File: config.mk
export PLATFORM = sky130hd
export DESIGN_NAME = drain_psum_lane
export DESIGN_NICKNAME = d
export VERILOG_FILES = /design/src/rtl/sauria_cfg_pkg.sv /design/src/rtl/fifo_memory_ff.sv /design/src/rtl/drain_psum_lane.sv
export SDC_FILE = /design/constraint.sdc
export NUM_CORES = 1
export LEC_CHECK = 0
export CORE_ASPECT_RATIO = 1.5
export CORE_UTILIZATION = 61
export DETAILED_ROUTE_END_ITERATION = 8
export PLACE_DENSITY_LB_ADDON = 0.2
export SKIP_LAST_GASP = 1
export SLEW_MARGIN = 15
export SYNTH_ARGS = -nofsm -noshare
export SYNTH_HDL_FRONTEND = slang
export SYNTH_SLANG_ARGS = --single-unit
export TNS_END_PERCENT = 100
File: constraint.sdc
create_clock -name i_clk -period 34.7 [get_ports i_clk]
set_input_delay 5.205 -clock i_clk [delete_from_list [all_inputs] [get_ports i_clk]]
set_output_delay 5.205 -clock i_clk [all_outputs]
set_load 0.02 [all_outputs]
File: src/rtl/sauria_cfg_pkg.sv
// Shared configuration types for the SAURIA datapath lanes.
package sauria_cfg_pkg;

  typedef enum logic [1:0] {DRN_IDLE, DRN_RUN, DRN_FLUSH, DRN_DONE} drain_state_t;

  // Mask with the lowest n of w bits set (partial-word write enables).
  function automatic logic [31:0] low_mask(input int unsigned n);
    logic [31:0] m;
    m = '0;
    for (int k = 0; k < 32; k++) begin
      if (k < int'(n)) m[k] = 1'b1;
    end
    return m;
  endfunction

endpackage

File: src/rtl/fifo_memory_ff.sv
// Flop-based first-word-fall-through FIFO with synchronous clear.
module fifo_memory_ff #(
  parameter int unsigned DEPTH = 8,
  parameter int unsigned IN_W  = 8,
  parameter int unsigned OUT_W = 8
) (
  input  logic             i_clk,
  input  logic             i_rst,
  input  logic             i_clear,
  input  logic             i_push,
  input  logic [IN_W-1:0]  i_data,
  input  logic             i_pop,
  output logic [OUT_W-1:0] o_data,
  output logic             o_full,
  output logic             o_empty
);
  localparam int unsigned PTR_W = $clog2(DEPTH);

  logic [IN_W-1:0]  mem_q [DEPTH];
  logic [PTR_W-1:0] wr_q, wr_d, rd_q, rd_d;
  logic [PTR_W:0]   cnt_q, cnt_d;
  logic             do_push, do_pop;

  assign o_full  = (cnt_q == (PTR_W+1)'(DEPTH));
  assign o_empty = (cnt_q == '0);
  assign o_data  = OUT_W'(mem_q[rd_q]);

  // A pop frees its slot in the same cycle, so a full FIFO can still accept.
  assign do_pop  = i_pop & ~o_empty;
  assign do_push = i_push & (~o_full | do_pop);

  always_comb begin
    wr_d  = wr_q;
    rd_d  = rd_q;
    cnt_d = cnt_q;
    if (i_clear) begin
      wr_d  = '0;
      rd_d  = '0;
      cnt_d = '0;
    end else begin
      if (do_push) wr_d = wr_q + 1'b1;
      if (do_pop)  rd_d = rd_q + 1'b1;
      cnt_d = cnt_q + (PTR_W+1)'(do_push) - (PTR_W+1)'(do_pop);
    end
  end

  always_ff @(posedge i_clk or posedge i_rst) begin
    if (i_rst) begin
      wr_q  <= '0;
      rd_q  <= '0;
      cnt_q <= '0;
    end else begin
      wr_q  <= wr_d;
      rd_q  <= rd_d;
      cnt_q <= cnt_d;
    end
  end

  always_ff @(posedge i_clk) begin
    if (do_push && !i_clear) mem_q[wr_q] <= i_data;
  end

endmodule

File: src/rtl/drain_psum_lane.sv
// Drain lane: packs column results into SRAM words, buffers them and writes them out.
module drain_psum_lane
  import sauria_cfg_pkg::*;
#(
  parameter int unsigned FIFO_POSITIONS = 8,
  parameter int unsigned O_W            = 32,
  parameter int unsigned SRAM_W         = 128,
  parameter int unsigned ADR_W          = 10
) (
  input  logic                     i_clk,
  input  logic                     i_rst,
  input  logic                     i_start,
  input  logic [ADR_W-1:0]         i_base_addr,
  input  logic [ADR_W:0]           i_nwords,
  input  logic [O_W-1:0]           i_data,
  input  logic                     i_valid,
  input  logic                     i_pipeline_en,
  input  logic                     i_finalpush,
  input  logic                     i_clearfifo,
  input  logic                     i_sram_ready,
  output logic                     o_stall,
  output logic                     o_sram_wren,
  output logic [ADR_W-1:0]         o_sram_addr,
  output logic [SRAM_W-1:0]        o_sram_wdata,
  output logic [SRAM_W/O_W-1:0]    o_sram_wmask,
  output logic                     o_fifo_full,
  output logic                     o_fifo_empty,
  output logic                     o_done
);
  localparam int unsigned WPW    = SRAM_W / O_W;
  localparam int unsigned IDX_W  = $clog2(WPW);
  localparam int unsigned FIFO_W = SRAM_W + WPW;

  drain_state_t            state_q, state_d;
  logic [IDX_W-1:0]        idx_q, idx_d;
  logic [WPW-2:0][O_W-1:0] slots_q, slots_d;
  logic [ADR_W-1:0]        base_q, base_d, offset_q, offset_d, addr_q, addr_d;
  logic [ADR_W:0]          nwords_q, nwords_d, wcount_q, wcount_d;
  logic                    wren_q, wren_d;
  logic [SRAM_W-1:0]       wdata_q, wdata_d, push_data;
  logic [WPW-1:0]          wmask_q, wmask_d, push_mask;
  logic                    fifo_full, fifo_empty, fifo_clear, push, pop, cap, active;
  logic [FIFO_W-1:0]       head;

  assign active     = (state_q == DRN_RUN) || (state_q == DRN_FLUSH);
  assign cap        = i_valid & i_pipeline_en & ~fifo_full & (state_q == DRN_RUN) & ~i_clearfifo;
  assign pop        = active & ~fifo_empty & i_sram_ready & (wcount_q < nwords_q) & ~i_clearfifo;
  // Surplus words left over when a run completes are discarded.
  assign fifo_clear = i_clearfifo | (state_q == DRN_DONE);

  always_comb begin
    state_d   = state_q;
    idx_d     = idx_q;
    slots_d   = slots_q;
    base_d    = base_q;
    nwords_d  = nwords_q;
    offset_d  = offset_q;
    wcount_d  = wcount_q;
    addr_d    = addr_q;
    wdata_d   = wdata_q;
    wmask_d   = wmask_q;
    wren_d    = 1'b0;
    push      = 1'b0;
    push_data = '0;
    push_mask = '0;

    if (cap) begin
      if (idx_q == IDX_W'(WPW - 1)) begin
        push      = 1'b1;
        push_data = {i_data, slots_q};
        push_mask = '1;
        idx_d     = '0;
      end else begin
        slots_d[idx_q] = i_data;
        idx_d          = idx_q + 1'b1;
      end
    end else if ((state_q == DRN_FLUSH) && (idx_q != '0) && (!fifo_full || pop)) begin
      // Partial word: unfilled slots stay zero and are masked off.
      push      = 1'b1;
      push_mask = WPW'(low_mask(32'(idx_q)));
      for (int k = 0; k < int'(WPW) - 1; k++) begin
        if (k < int'(idx_q)) push_data[k*O_W +: O_W] = slots_q[k];
      end
      idx_d = '0;
    end

    if (pop) begin
      wren_d   = 1'b1;
      addr_d   = base_q + offset_q;
      wdata_d  = head[SRAM_W-1:0];
      wmask_d  = head[FIFO_W-1 -: WPW];
      offset_d = offset_q + 1'b1;
      wcount_d = wcount_q + 1'b1;
    end

    case (state_q)
      DRN_IDLE: begin
        if (i_start) begin
          base_d   = i_base_addr;
          nwords_d = i_nwords;
          offset_d = '0;
          wcount_d = '0;
          state_d  = (i_nwords == '0) ? DRN_DONE : DRN_RUN;
        end
      end
      DRN_RUN: begin
        if (wcount_q == nwords_q) state_d = DRN_DONE;
        else if (i_finalpush)     state_d = DRN_FLUSH;
      end
      DRN_FLUSH: begin
        if ((wcount_q == nwords_q) || (fifo_empty && (idx_q == '0))) state_d = DRN_DONE;
      end
      DRN_DONE: begin
        idx_d   = '0;
        state_d = DRN_IDLE;
      end
      default: state_d = DRN_IDLE;
    endcase

    if (i_clearfifo) begin
      state_d = DRN_IDLE;
      idx_d   = '0;
      slots_d = '0;
      wren_d  = 1'b0;
    end
  end

  always_ff @(posedge i_clk or posedge i_rst) begin
    if (i_rst) begin
      state_q  <= DRN_IDLE;
      idx_q    <= '0;
      slots_q  <= '0;
      base_q   <= '0;
      nwords_q <= '0;
      offset_q <= '0;
      wcount_q <= '0;
      wren_q   <= 1'b0;
      addr_q   <= '0;
      wdata_q  <= '0;
      wmask_q  <= '0;
    end else begin
      state_q  <= state_d;
      idx_q    <= idx_d;
      slots_q  <= slots_d;
      base_q   <= base_d;
      nwords_q <= nwords_d;
      offset_q <= offset_d;
      wcount_q <= wcount_d;
      wren_q   <= wren_d;
      addr_q   <= addr_d;
      wdata_q  <= wdata_d;
      wmask_q  <= wmask_d;
    end
  end

  fifo_memory_ff #(
    .DEPTH (FIFO_POSITIONS),
    .IN_W  (FIFO_W),
    .OUT_W (FIFO_W)
  ) u_fifo (
    .i_clk   (i_clk),
    .i_rst   (i_rst),
    .i_clear (fifo_clear),
    .i_push  (push),
    .i_data  ({push_mask, push_data}),
    .i_pop   (pop),
    .o_data  (head),
    .o_full  (fifo_full),
    .o_empty (fifo_empty)
  );

  assign o_stall      = fifo_full;
  assign o_fifo_full  = fifo_full;
  assign o_fifo_empty = fifo_empty;
  assign o_sram_wren  = wren_q;
  assign o_sram_addr  = addr_q;
  assign o_sram_wdata = wdata_q;
  assign o_sram_wmask = wmask_q;
  assign o_done       = (state_q == DRN_DONE);

endmodule
* After elaboration in Yosys (flattened, before gate mapping)
Memory sizes are Yosys's and may differ from the RTL's. A register that Yosys moved wholly into a read port is not among the register bits.
Index checks and enable logic that the tools add are counted.
** Word-level totals
- Bits of input ports :: 61
- Bits in writable memories :: 1056
- Memories kept :: 1
- Bits in registers :: 163
- Logic and storage cells :: 125
** Operators by class
- Bitwise gates (word level) :: 15
- $lt $le $gt $ge :: 6
- Equal/unequal tests :: 10
- Add/subtract/negate cells :: 8
- Reduce and logical (&&, ||, !) cells :: 22
- Multiplexer cells :: 49
** Memory list
- u_fifo.mem_q :: depth 8, width 132, read ports 1, clocked after Yosys merged registers in 1, write ports 1, line fifo_memory_ff.sv:19 : logic [IN_W-1:0] mem_q [DEPTH];
** Operator list (number)
- $mux W96 :: 5
- $mux W32 :: 5
- $mux W128 :: 1
- $bwmux W96 :: 1
- $demux W32 S2 :: 1
- $mux W11 :: 3
- $mux W10 :: 3
- $mux W2 :: 11
- $mux W3 :: 5
- $mux W4 :: 3
- $add A11 B1 Y11 const B :: 1
- $eq A11 B11 Y1 :: 1
- $logic_not A11 Y1 :: 1
- $lt A11 B11 Y1 :: 1
- $add A10 B1 Y10 const B :: 1
- $add A10 B10 Y10 :: 1
- $and A1 B1 Y1 :: 10
- $mux W1 :: 10
- $pmux W2 S4 :: 1
- $reduce_bool A2 Y1 :: 4
- $add A3 B1 Y3 const B :: 2
- $eq A2 B2 Y1 const B :: 3
- $logic_and A1 B1 Y1 :: 5
- $add A4 B1 Y4 :: 1
- other kinds (21) :: 30

* Longest topological paths before layout
Gate-level depths: netlist of run 1.
- Depth after elaboration :: 14
- Gate-level depth with buffers :: 15

* Modules after synthesis
Synthesis of run 1 repeated with hierarchy kept, for this count alone.
** Second synthesis, totals
- Cells, all modules :: 2800
- Area, all modules :: 53776.6 sq um
** By module, submodules not included
- fifo_memory_ff :: area each 40415.0 sq um, times used 1, cells each 1614, sequential area each 31960.7 sq um
- drain_psum_lane :: area each 13361.6 sq um, times used 1, cells each 1186, sequential area each 7131.8 sq um

* Worst setup path before layout of run 1
No wires, ideal clock.
- Path kind :: input-to-reg
- Start point :: in i_clearfifo
- End point :: mem u_fifo.mem_q[1][0] in the netlist's numbering, enable pin
- Data arrival time :: 15.329 ns
- Cell stages on the path :: 7
- Path buffers :: 1
- Path slack :: 18.587 ns
- Cells stage by stage :: nand4bb_1 -> a211o_1 -> a211o_1 -> buf_2 -> clkinv_1 -> o2111ai_1 -> nor3_1
** On the way
- Cells in the longest elaborated chain, start to end :: 10
- Elaborated cells between the ends (all ways) :: 15
** RTL lines
- start: declaration :: line drain_psum_lane.sv:19 : input logic i_clearfifo,
- $not A1 Y1 :: line drain_psum_lane.sv:46, drain_psum_lane.sv:47
- $and A1 B1 Y1 :: line drain_psum_lane.sv:47 : assign pop = active & ~fifo_empty & i_sram_ready & (wcount_q < nwords_q) & ~i_clearfifo;
- $logic_or A1 B1 Y1 :: line drain_psum_lane.sv:77 : end else if ((state_q == DRN_FLUSH) && (idx_q != '0) && (!fifo_full || pop)) begin
- $logic_and A1 B1 Y1 :: line drain_psum_lane.sv:77
- $mux W1 :: line drain_psum_lane.sv:77
- $mux W1 :: line drain_psum_lane.sv:67 : if (cap) begin
- $and A1 B1 Y1 :: line fifo_memory_ff.sv:30 : assign do_push = i_push & (~o_full | do_pop);
- $logic_and A1 B1 Y1 (*) :: line fifo_memory_ff.sv:60 : if (do_push && !i_clear) mem_q[wr_q] <= i_data;
- $mux W1 (*) :: line fifo_memory_ff.sv:60
- $mux W1 (implied by the code) (*) :: line fifo_memory_ff.sv:60
- end: declaration :: line fifo_memory_ff.sv:19
Mark *: on every way between the ends. The rest lies on a longest branch, timed or not.

* Final worst setup path of run 1
- Start point :: in i_sram_ready
- End point :: mem u_fifo.mem_q[0][48] in the netlist's numbering, enable pin
** On the way
- Cells in the longest elaborated chain, start to end :: 11
- Elaborated cells between the ends (all ways) :: 13
** RTL lines
- start: declaration :: line drain_psum_lane.sv:20 : input logic i_sram_ready,
- $and A1 B1 Y1 (*) (3 in a row) :: line drain_psum_lane.sv:47
- $logic_or A1 B1 Y1 :: line drain_psum_lane.sv:77
- $logic_and A1 B1 Y1 :: line drain_psum_lane.sv:77
- $mux W1 :: line drain_psum_lane.sv:77
- $mux W1 :: line drain_psum_lane.sv:67
- $and A1 B1 Y1 (*) :: line fifo_memory_ff.sv:30
- $logic_and A1 B1 Y1 (*) :: line fifo_memory_ff.sv:60
- $mux W1 (*) :: line fifo_memory_ff.sv:60
- $mux W1 (implied by the code) (*) :: line fifo_memory_ff.sv:60
Marked as above.

==> results of run 1 <==
[cell families after synthesis]
group,count (synthesis)
simple gates,624
xor+xnor,12
fa+ha+maj,42
mux,399
compound gates,335
buf+inv,199
flops,1351
[layer usage]
layer | up-vias | wire [um] | GRT usage
li1 | 11792 | - | -
met5 | - | 69 | 0
met1 | 14487 | 44800 | 0.357
met4 | 10 | 3990 | 0.102
met2 | 1154 | 62000 | 0.480
met3 | 224 | 8630 | 0.0484
[power breakdown]
part           leakage, nW  switching (mW)  internal, mW
Clock                 1.88           0.568         0.734
Combinational         4.39           0.251         0.201
Sequential            13.7          0.0518          1.81
[path summary, 6_finish.rpt]
path	from	to	slack, ns
worst max-delay path	i_sram_ready	u_fifo.mem_q[0][48]$_DFFE_PP_	25.34
worst min-delay path	o_sram_wmask[0]$_DFFE_PP0N_	o_sram_wmask[0]$_DFFE_PP0N_	0.48
worst max register to register	wcount_q[10]$_DFF_PP0_	u_fifo.mem_q[6][56]$_DFFE_PP_	29.40
worst min register to register	o_sram_wmask[0]$_DFFE_PP0N_	o_sram_wmask[0]$_DFFE_PP0N_	0.48
max in group asynchronous	i_rst	o_sram_wdata[62]$_DFFE_PP0N_	27.25
min in group asynchronous	i_rst	o_sram_wdata[6]$_DFFE_PP0N_	5.10
[worst max-delay path: stages]
cell and delay, ns:
clkdlybuf4s50_1 0.48, nand4bb_1 0.11, a211o_1 0.30, a211o_4 0.54, clkinv_1 0.46, o211ai_1 0.46, nor3_4 0.79, buf_4 0.48
buf_4 0.77
[registers in the layout, summed over array words and instances, names as in the netlist, 3 cells and up]
| signal | cells |
|---|---|
| slots_q | 96 |
| u_fifo.wr_q | 3 |
| o_sram_addr | 10 |
| u_fifo.cnt_q | 4 |
| offset_q | 10 |
| wcount_q | 11 |
| u_fifo.rd_q | 3 |
| o_sram_wmask | 4 |
| nwords_q | 11 |
| base_q | 10 |
| o_sram_wdata | 128 |
| u_fifo.mem_q | 1056 |
[layout make-up]
type / count / area, sq um / area share
Sequential cell: 1351 / 39100 / 0.656
Clock inverter: 76 / 790 / 0.0132
Antenna cell: 3 / 7.51 / 0.000126
Clock buffer: 136 / 3030 / 0.0507
Multi-Input combinational cell: 1412 / 12700 / 0.213
Tap cell: 1130 / 1410 / 0.0237
Timing Repair Buffer: 253 / 2450 / 0.0411
Inverter: 35 / 139 / 0.00233
[placed cells by master, fill, tap and decap left out, drive strengths merged, types with 4 or more instances in the layout]
| cell type | count |
|---|---|
| clkinvlp | 7 |
| nand2 | 399 |
| bufinv | 15 |
| nand2b | 4 |
| inv | 37 |
| edfxtp | 1056 |
| nor2 | 28 |
| ha | 40 |
| buf | 47 |
| o31ai | 8 |
| clkdlybuf4s50 | 206 |
| clkbuf | 136 |
| mux4 | 264 |
| nor3 | 11 |
| a211o | 4 |
| a211oi | 8 |
| nand3b | 4 |
| o21ai | 166 |
| or4 | 6 |
| xnor2 | 10 |
| nand4 | 5 |
| dfrtp | 295 |
| a21oi | 122 |
| mux2i | 135 |
| clkinv | 52 |
| or3 | 9 |
| and2 | 136 |
| nand3 | 11 |
[stage by stage]
step                utilization  power (mW)  worst slack [ns]
finish                    0.700        3.62             25.34
global route              0.700        3.74             25.05
CTS                       0.700        3.64             25.04
detailed placement        0.655        2.35             24.32
global placement          0.655        2.34             24.46
floorplan                     -        2.14             18.59
==> flow_summary.yaml, run 1 <==
logic_synthesis:
  synth-simple-area-share: 0.0543
  synth_top_area_cell: "edfxtp_1"
  avgSynthCellArea_sq_um: 17.7
  synth_top_family_by_area: "multiplexers"
  synth-seq-cells: 1351
  yosysWarnings: 0
  async_flop_share: 0.218
  synth.net_count: 3065
  synth_area_leaders: "edfxtp_1, dfrtp_1, mux4_2, nand2_1, mux2i_1"
  synth_xor_xnor_area_share: 0.00200
  synth_most_common_cell: "edfxtp_1"
  netlist_instances: 2962
  synth_mux_area_frac: 0.139
  synthFlopType: "edfxtp_1"
  synth.distinct_cells: 57
  syn_area_sq_mm: 0.0525
  synth_compound_area_frac: 0.0349
  synth_edf_count: 1056
  synth.top_cell.area_share: 0.604
  yosys-top-cells-count: "edfxtp_1, nand2_1, dfrtp_1, mux4_2, o21ai_0"
  synth_fa_ha_area_frac: 0.0103
  ys_seq_area_frac: 0.744
sta:
  final.min_clock_period_ns: 9.36
  tightestPinTransition_ns: 1.14
  fin_crit_sh: 0.270
  finalSetupTns_ns: 0
  fmax_ghz: 0.107
  grt_setup_unrepaired: "false"
  hold_viol: 0
  maxSlewHeadroom: 0.239
  setup_viol: 0
  hold_ws_ns: 0.477
  fin_skew_ns: 0.0368
  slew_viol_final: 0
place:
  place_inst: 4181
  place_area_sq_mm: 0.0558
  place.port_buffers: 207
  place.gp.congestion: 0.838
  post-dp-hpwl_mm: 67.4
global_route:
  antenna_found_initial: 4
  grt_usage: 0.279
  overflow: 0
  grt_pass1_vias: 28764
  grt_max_degree: 245
  grt_pass1_wl_mm: 178
detailed_routing:
  drtAntennaViolNets: 0
  avgViaCountPerCell: 6.29
  drc: 2
  routed_wirelength_mm: 119
  dr.pass1.iters: 7
  post_drt_wl_per_cell_um: 27.2
  drtIter0Drc: 2550
  vias: 27667
hold_path:
  hold_depth: 2
  hp-class: "flip-flop to flip-flop"
power:
  peakVddDrop_v: 0.0000788
  power.leakage_nw: 20.0
  powerDensity_mw_per_mm2: 60.7
status:
  violations: "design-rule violations"
  status: "finished with violations"
cells_and_area:
  drive_gt1_frac: 0.158
  final_cell_count_no_fill: 4396
  nFillCells: 5398
  fin_area_sq_mm: 0.0596
  syn2layout_area_growth_pct: 13.5
  fin_nets: 3270
cts:
  cts_resized: 0
  ctsHoldBuffers: 0
  path_clk_slew_ns: 0.06
  cts.sinks: 1351
  post_cts_buffers: 0
  htreeDepth: 3
  cts-buffers-inserted: 114
  insertion_delay_ns: 0.70
  ctsRootBufferMaster: "clkbuf_16"
  clockBufferDepth: 3
  cts_tree: "built"
critical_path:
  required_ns: 35.01
  startpoint_type: "input port"
  arrival_ns: 9.67
  worst_setup_path_end_kind: "flip-flop"
  reg2reg_depth: 9
  critPathKind: "input port to flip-flop"
  critPathMaxFanout: 75
floorplan:
  dieHeight_um: 361
  io_pins: 208
  die_area_sq_mm: 0.0873
  start_util: 0.616
  die_x_um: 242
  core_sq_mm: 0.0852
  fp-row-count: 131
run:
  drv_cap: 0
No activity file was read; power rests on OpenSTA's default activity.
==> run 2: changes to the inputs <==
--- a/config.mk
+++ b/config.mk
@@ -6,7 +6,7 @@
 export NUM_CORES = 1
 export LEC_CHECK = 0
 export CORE_ASPECT_RATIO = 1.5
-export CORE_UTILIZATION = 61
+export CORE_UTILIZATION = 55
 export DETAILED_ROUTE_END_ITERATION = 8
 export PLACE_DENSITY_LB_ADDON = 0.2
 export SKIP_LAST_GASP = 1
==> constraint.sdc (replaced) <==
create_clock -name i_clk -period 8.4 [get_ports i_clk]
set_input_delay 1.26 -clock i_clk [delete_from_list [all_inputs] [get_ports i_clk]]
set_output_delay 1.26 -clock i_clk [all_outputs]
set_load 0.02 [all_outputs]
==> flow_summary.yaml, run 2 (synthesis gave the netlist of run 1 again) <==
sta:
  fin_ws_ns: 3.19
  fin_crit_sh: 0.620
  maxSlewHeadroom: 0.259
  slew_viol_final: 0
  finalSetupTns_ns: 0
  setup_viol: 0
  tightestPinTransition_ns: 1.11
  grt_setup_unrepaired: "false"
  final.min_clock_period_ns: 5.21
  fmax_ghz: 0.192
  fin_skew_ns: 0.0183
  hold_viol: 0
cells_and_area:
  ff_latch_area_sq_mm: 0.0391
  finish.utilization: 0.637
  layout_common_cells: "edfxtp_1, nand2_1, dfrtp_1, mux4_2, clkdlybuf4s50_1"
  regMostFlops: "u_fifo.mem_q"
  nFillCells: 6493
  multi_input_area_sq_mm: 0.0127
  syn2layout_area_growth_pct: 14.5
  fin_area_sq_mm: 0.0602
  layout_commonest_cell: "edfxtp_1"
  largest_register_ffs: 1056
  drive_gt1_frac: 0.156
  fin_nets: 3268
critical_path:
  worst_setup_path_end_kind: "flip-flop"
  required_ns: 8.69
  startpoint_type: "flip-flop"
  critPathKind: "flip-flop to flip-flop"
  critPathMaxFanout: 108
  arrival_ns: 5.50
hold_path:
  hp-class: "flip-flop to flip-flop"
detailed_routing:
  routed_wirelength_mm: 119
  post_drt_wl_per_cell_um: 26.4
  avgViaCountPerCell: 5.97
  vias: 27044
  dr.pass1.iters: 7
  drtIter0Drc: 2368
  drtAntennaViolNets: 0
  drc: 0
floorplan:
  start_util: 0.556
  io_pins: 208
  die_area_sq_mm: 0.0968
  dieHeight_um: 381
  die_x_um: 254
  fp-row-count: 138
  core_sq_mm: 0.0944
global_route:
  grt_usage: 0.255
  grt_max_degree: 183
  antenna_found_initial: 12
  grt_pass1_vias: 28817
  grt_pass1_wl_mm: 180
  overflow: 0
cts:
  cts_resized: 0
  insertion_delay_ns: 0.72
  cts_tree: "built"
  ctsHoldBuffers: 0
  cts.sinks: 1351
  path_clk_slew_ns: 0.07
  ctsRootBufferMaster: "clkbuf_16"
  htreeDepth: 3
  clockBufferDepth: 3
  post_cts_buffers: 0
  cts-buffers-inserted: 119
power:
  peakVddDrop_v: 0.000209
  powerDensity_mw_per_mm2: 253
  total_power_mw: 15.2
  power.leakage_nw: 20.1
place:
  place.port_buffers: 207
  place.gp.congestion: 0.814
  place_area_sq_mm: 0.0560
  post-place-ws_ns: 2.57
  post-dp-hpwl_mm: 64.9
status:
  status: "complete, no violations"
run:
  drv_cap: 0
## run 2: cell types whose count changed in the layout (fill, tap and decap cells not counted), sizes merged
cell | before | now
clkbuf | 136 | 159
clkinv | 52 | 41
buf | 47 | 40
bufinv | 15 | 17
inv | 37 | 35
clkinvlp | 7 | 8
diode | 3 | 4
## run 2: stage by stage
stage               std cells  hold WS [ns]
detailed placement       4303         0.469
global route             4529         0.500
finish                   4533         0.475
global placement         4303         0.465
floorplan                2962         0.452
CTS                      4528         0.483
## run 2: routing by layer
layer / wire length (um) / GRT usage
met1: 46400 / 0.334
met2: 60700 / 0.425
met3: 8150 / 0.0456
met4: 4140 / 0.0971
met5: 110 / 0
## run 2: area by class of cell
cell class	instances	area share
clock buffers	159	0.0549
inverters	35	0.00225
well taps	1260	0.0262
flip-flops and latches	1351	0.650
repair buffers	246	0.0421
multi-input cells	1412	0.211
diodes	4	0.000166
clock inverters	66	0.0131
## run 2: path summary, 6_finish.rpt
check                                               from                            end  slack (ns)  cells after the start
max                                wcount_q[9]$_DFF_PP0_  u_fifo.mem_q[6][58]$_DFFE_PP_        3.19                      8
min                        o_sram_wdata[101]$_DFFE_PP0N_  o_sram_wdata[101]$_DFFE_PP0N_        0.47                      2
max reg2reg                        wcount_q[9]$_DFF_PP0_  u_fifo.mem_q[6][58]$_DFFE_PP_        3.19                      8
min reg2reg                o_sram_wdata[101]$_DFFE_PP0N_  o_sram_wdata[101]$_DFFE_PP0N_        0.47                      2
max in group asynchronous                          i_rst   o_sram_wdata[59]$_DFFE_PP0N_        5.81                      4
min in group asynchronous                          i_rst   o_sram_wdata[14]$_DFFE_PP0N_        1.14                      3
## run 2: worst max-delay path: stages (launching register included)
cell and delay (ns):
dfrtp_1 0.42, ha_1 0.35, nand4_1 0.13, a211oi_1 0.55, a211o_4 0.67, clkinv_1 0.76, o211ai_1 0.93, nor2_4 0.38
buf_12 0.35
## run 2: report_power, final
part	total, mW	switching [mW]	internal, mW
logic	1.87	1.04	0.834
clock network	5.66	2.38	3.28
registers	7.70	0.220	7.48
==> patch (flow settings as in run 1) <==
Take the reset off `nwords_q`, `addr_q` and `wdata_q` and load them in a clocked block of their own.
--- a/src/rtl/drain_psum_lane.sv
+++ b/src/rtl/drain_psum_lane.sv
@@ -132,10 +132,7 @@
       slots_q  <= '0;
       base_q   <= '0;
-      nwords_q <= '0;
       offset_q <= '0;
       wcount_q <= '0;
       wren_q   <= 1'b0;
-      addr_q   <= '0;
-      wdata_q  <= '0;
       wmask_q  <= '0;
     end else begin
@@ -144,12 +141,15 @@
       slots_q  <= slots_d;
       base_q   <= base_d;
-      nwords_q <= nwords_d;
       offset_q <= offset_d;
       wcount_q <= wcount_d;
       wren_q   <= wren_d;
-      addr_q   <= addr_d;
-      wdata_q  <= wdata_d;
       wmask_q  <= wmask_d;
     end
+  end
+
+  always_ff @(posedge i_clk) begin
+    nwords_q <= nwords_d;
+    addr_q   <= addr_d;
+    wdata_q  <= wdata_d;
   end
 
Function: not settled (the Yosys comparison gave no result); the edit may change what the design does.
==> patch against run 1 <==
Non-clock buffer count is 3 lower; die area is 1.7% lower; sequential share of layout area is 2.1 points higher; setup slack better by 100 ps; sequential cell count stayed put; design area is 1.2% lower; area after synthesis is 1.7% lower; wire length is 3.8% lower; total power is 7.2% lower; critical path type unchanged; highest routed layer is now met4.
==> patch: results (changes against run 1) <==
Synth:
- The async set or reset register ratio after synthesis is 10.8% (-11 points).
- The commonest cells after synthesis are edfxtp_1, mux4_2, dfrtp_1, mux2_2, a22o_1.
- The XOR/XNOR share of the synthesized area is 0.441% (+0.24 points).
- The mux share of post-synthesis cell area is 14.6% (+0.71 points).
- The number of nets produced by synthesis is 2510 (-18%).
- The share of the synthesized area in compound gates (AO/OA/AOI/OAI) is 2.47% (-1.0 points).
- The sequential area share after synthesis is 77.2% (+2.7 points).
- The count of distinct cell types in the synthesized netlist is 61 (+7.0%).
- The number of flops mapped to enable cells by yosys is 1205 (+14%).

Route:
- The detail-routed via count per cell is 6.36 (+0.98%).
- The amount of wire on met3 after detailed routing is 8.49 mm (-1.7%).
- The met1 layer wirelength in the final routing was 44.1 mm (-1.6%).
- The routed length per instance is 29.6 um (+9.1%).
- In this run the top signal layer used is met4.

GRT:
- The met3 global-route usage came to 4.31% (-0.53 points).
- The initial antenna violation count came to 8 (+4).
- The met1 routing resource usage after global routing was 37.2% (+1.5 points).
- The total global routing track utilization is 27.7% (-0.13 points).
- The wire length of the first global-routing pass was 169 mm (-5.3%).
- The number of global-route vias before repair is 26200 (-8.9%).
- The pin count of the biggest net entering global routing is 169 (-31%).
- The routing usage on met2 is 46.6% (-1.4 points).

Status:
- The flow ran to the end, and the final reports show no timing, DRC or antenna violations.

Worst setup path:
- For this design, the slowest cell found on the critical path is buf_4.
- The maximum single-stage delay on the critical path is 850 ps (+60 ps).

Cells and area:
- The fraction of area in non-clock buffers was 4.16% (+0.049 points).
- The non-clock inverter total of the final layout is 38 (+8.6%).
- The fraction of layout instances using a drive strength above 1 is 24.0% (+8.2 points).
- The number of nets in the final layout is 2755 (-16%).
- The number of inserted diodes came to 1 (-2).
- The area occupied by multi-input gates is 11300 sq um (-11%).
- The number of fillers in the final layout is 4988 (-7.6%).
- The clock buffer and inverter area fraction after layout is 6.49% (+0.087 points).
- The number of ordinary and repair buffers in the finished layout was 250 (-1.2%).
- The clock buffer count in the final layout is 150 (+10%).
- The multi-input combinational gate total is 896 (-37%).

Placed design:
- The setup slack after placement was 24700 ps (+383 ps).
- The global placer's final weighted congestion is 0.791 (-5.6%).
- The total half-perimeter wirelength after legalization and detailed placement is 63.6 mm (-5.7%).

Power:
- The static leakage was 20.0 nW (+0.24%).
- The peak supply drop is 0.0000534 V (-32%).

STA:
- The worst setup skew after layout is 25.3 ps (-11.5 ps).

Clock tree:
- The number of clock buffers inserted by TritonCTS was 115 (+0.88%).
## patch: path summary, 6_finish.rpt
kind                                  start             endpoint  slack (ps)  depth (start not counted)
worst min-delay path            slots_q[49]          slots_q[49]         500                          1
worst min register to register  slots_q[49]          slots_q[49]         500                          1
worst max register to register     idx_q[1]  u_fifo.mem_q[6][74]       29890                         11
min in group asynchronous             i_rst          slots_q[91]        5090                          2
max in group asynchronous             i_rst       u_fifo.rd_q[1]       28010                          3
worst max-delay path            i_clearfifo  u_fifo.mem_q[6][74]       25440                         10
## patch: metrics by stage
step	utilization, %	instance area (sq um)	cells	hold WS (ps)
6_report	70.4	58900	3876	500
5_1_grt	70.4	58900	3875	512
4_1_cts	70.3	58900	3874	501
3_5_place_dp	65.8	55100	3656	483
3_3_place_gp	65.8	55100	3656	480
2_1_floorplan	-	51600	2407	464
## patch: where the power goes
group	internal, W	switching (W)	leakage, nW
combinational	0.000111	0.000142	4.72
clock	0.000721	0.000572	1.86
sequential	0.00179	0.0000195	13.4
total	0.00262	0.000733	20.0
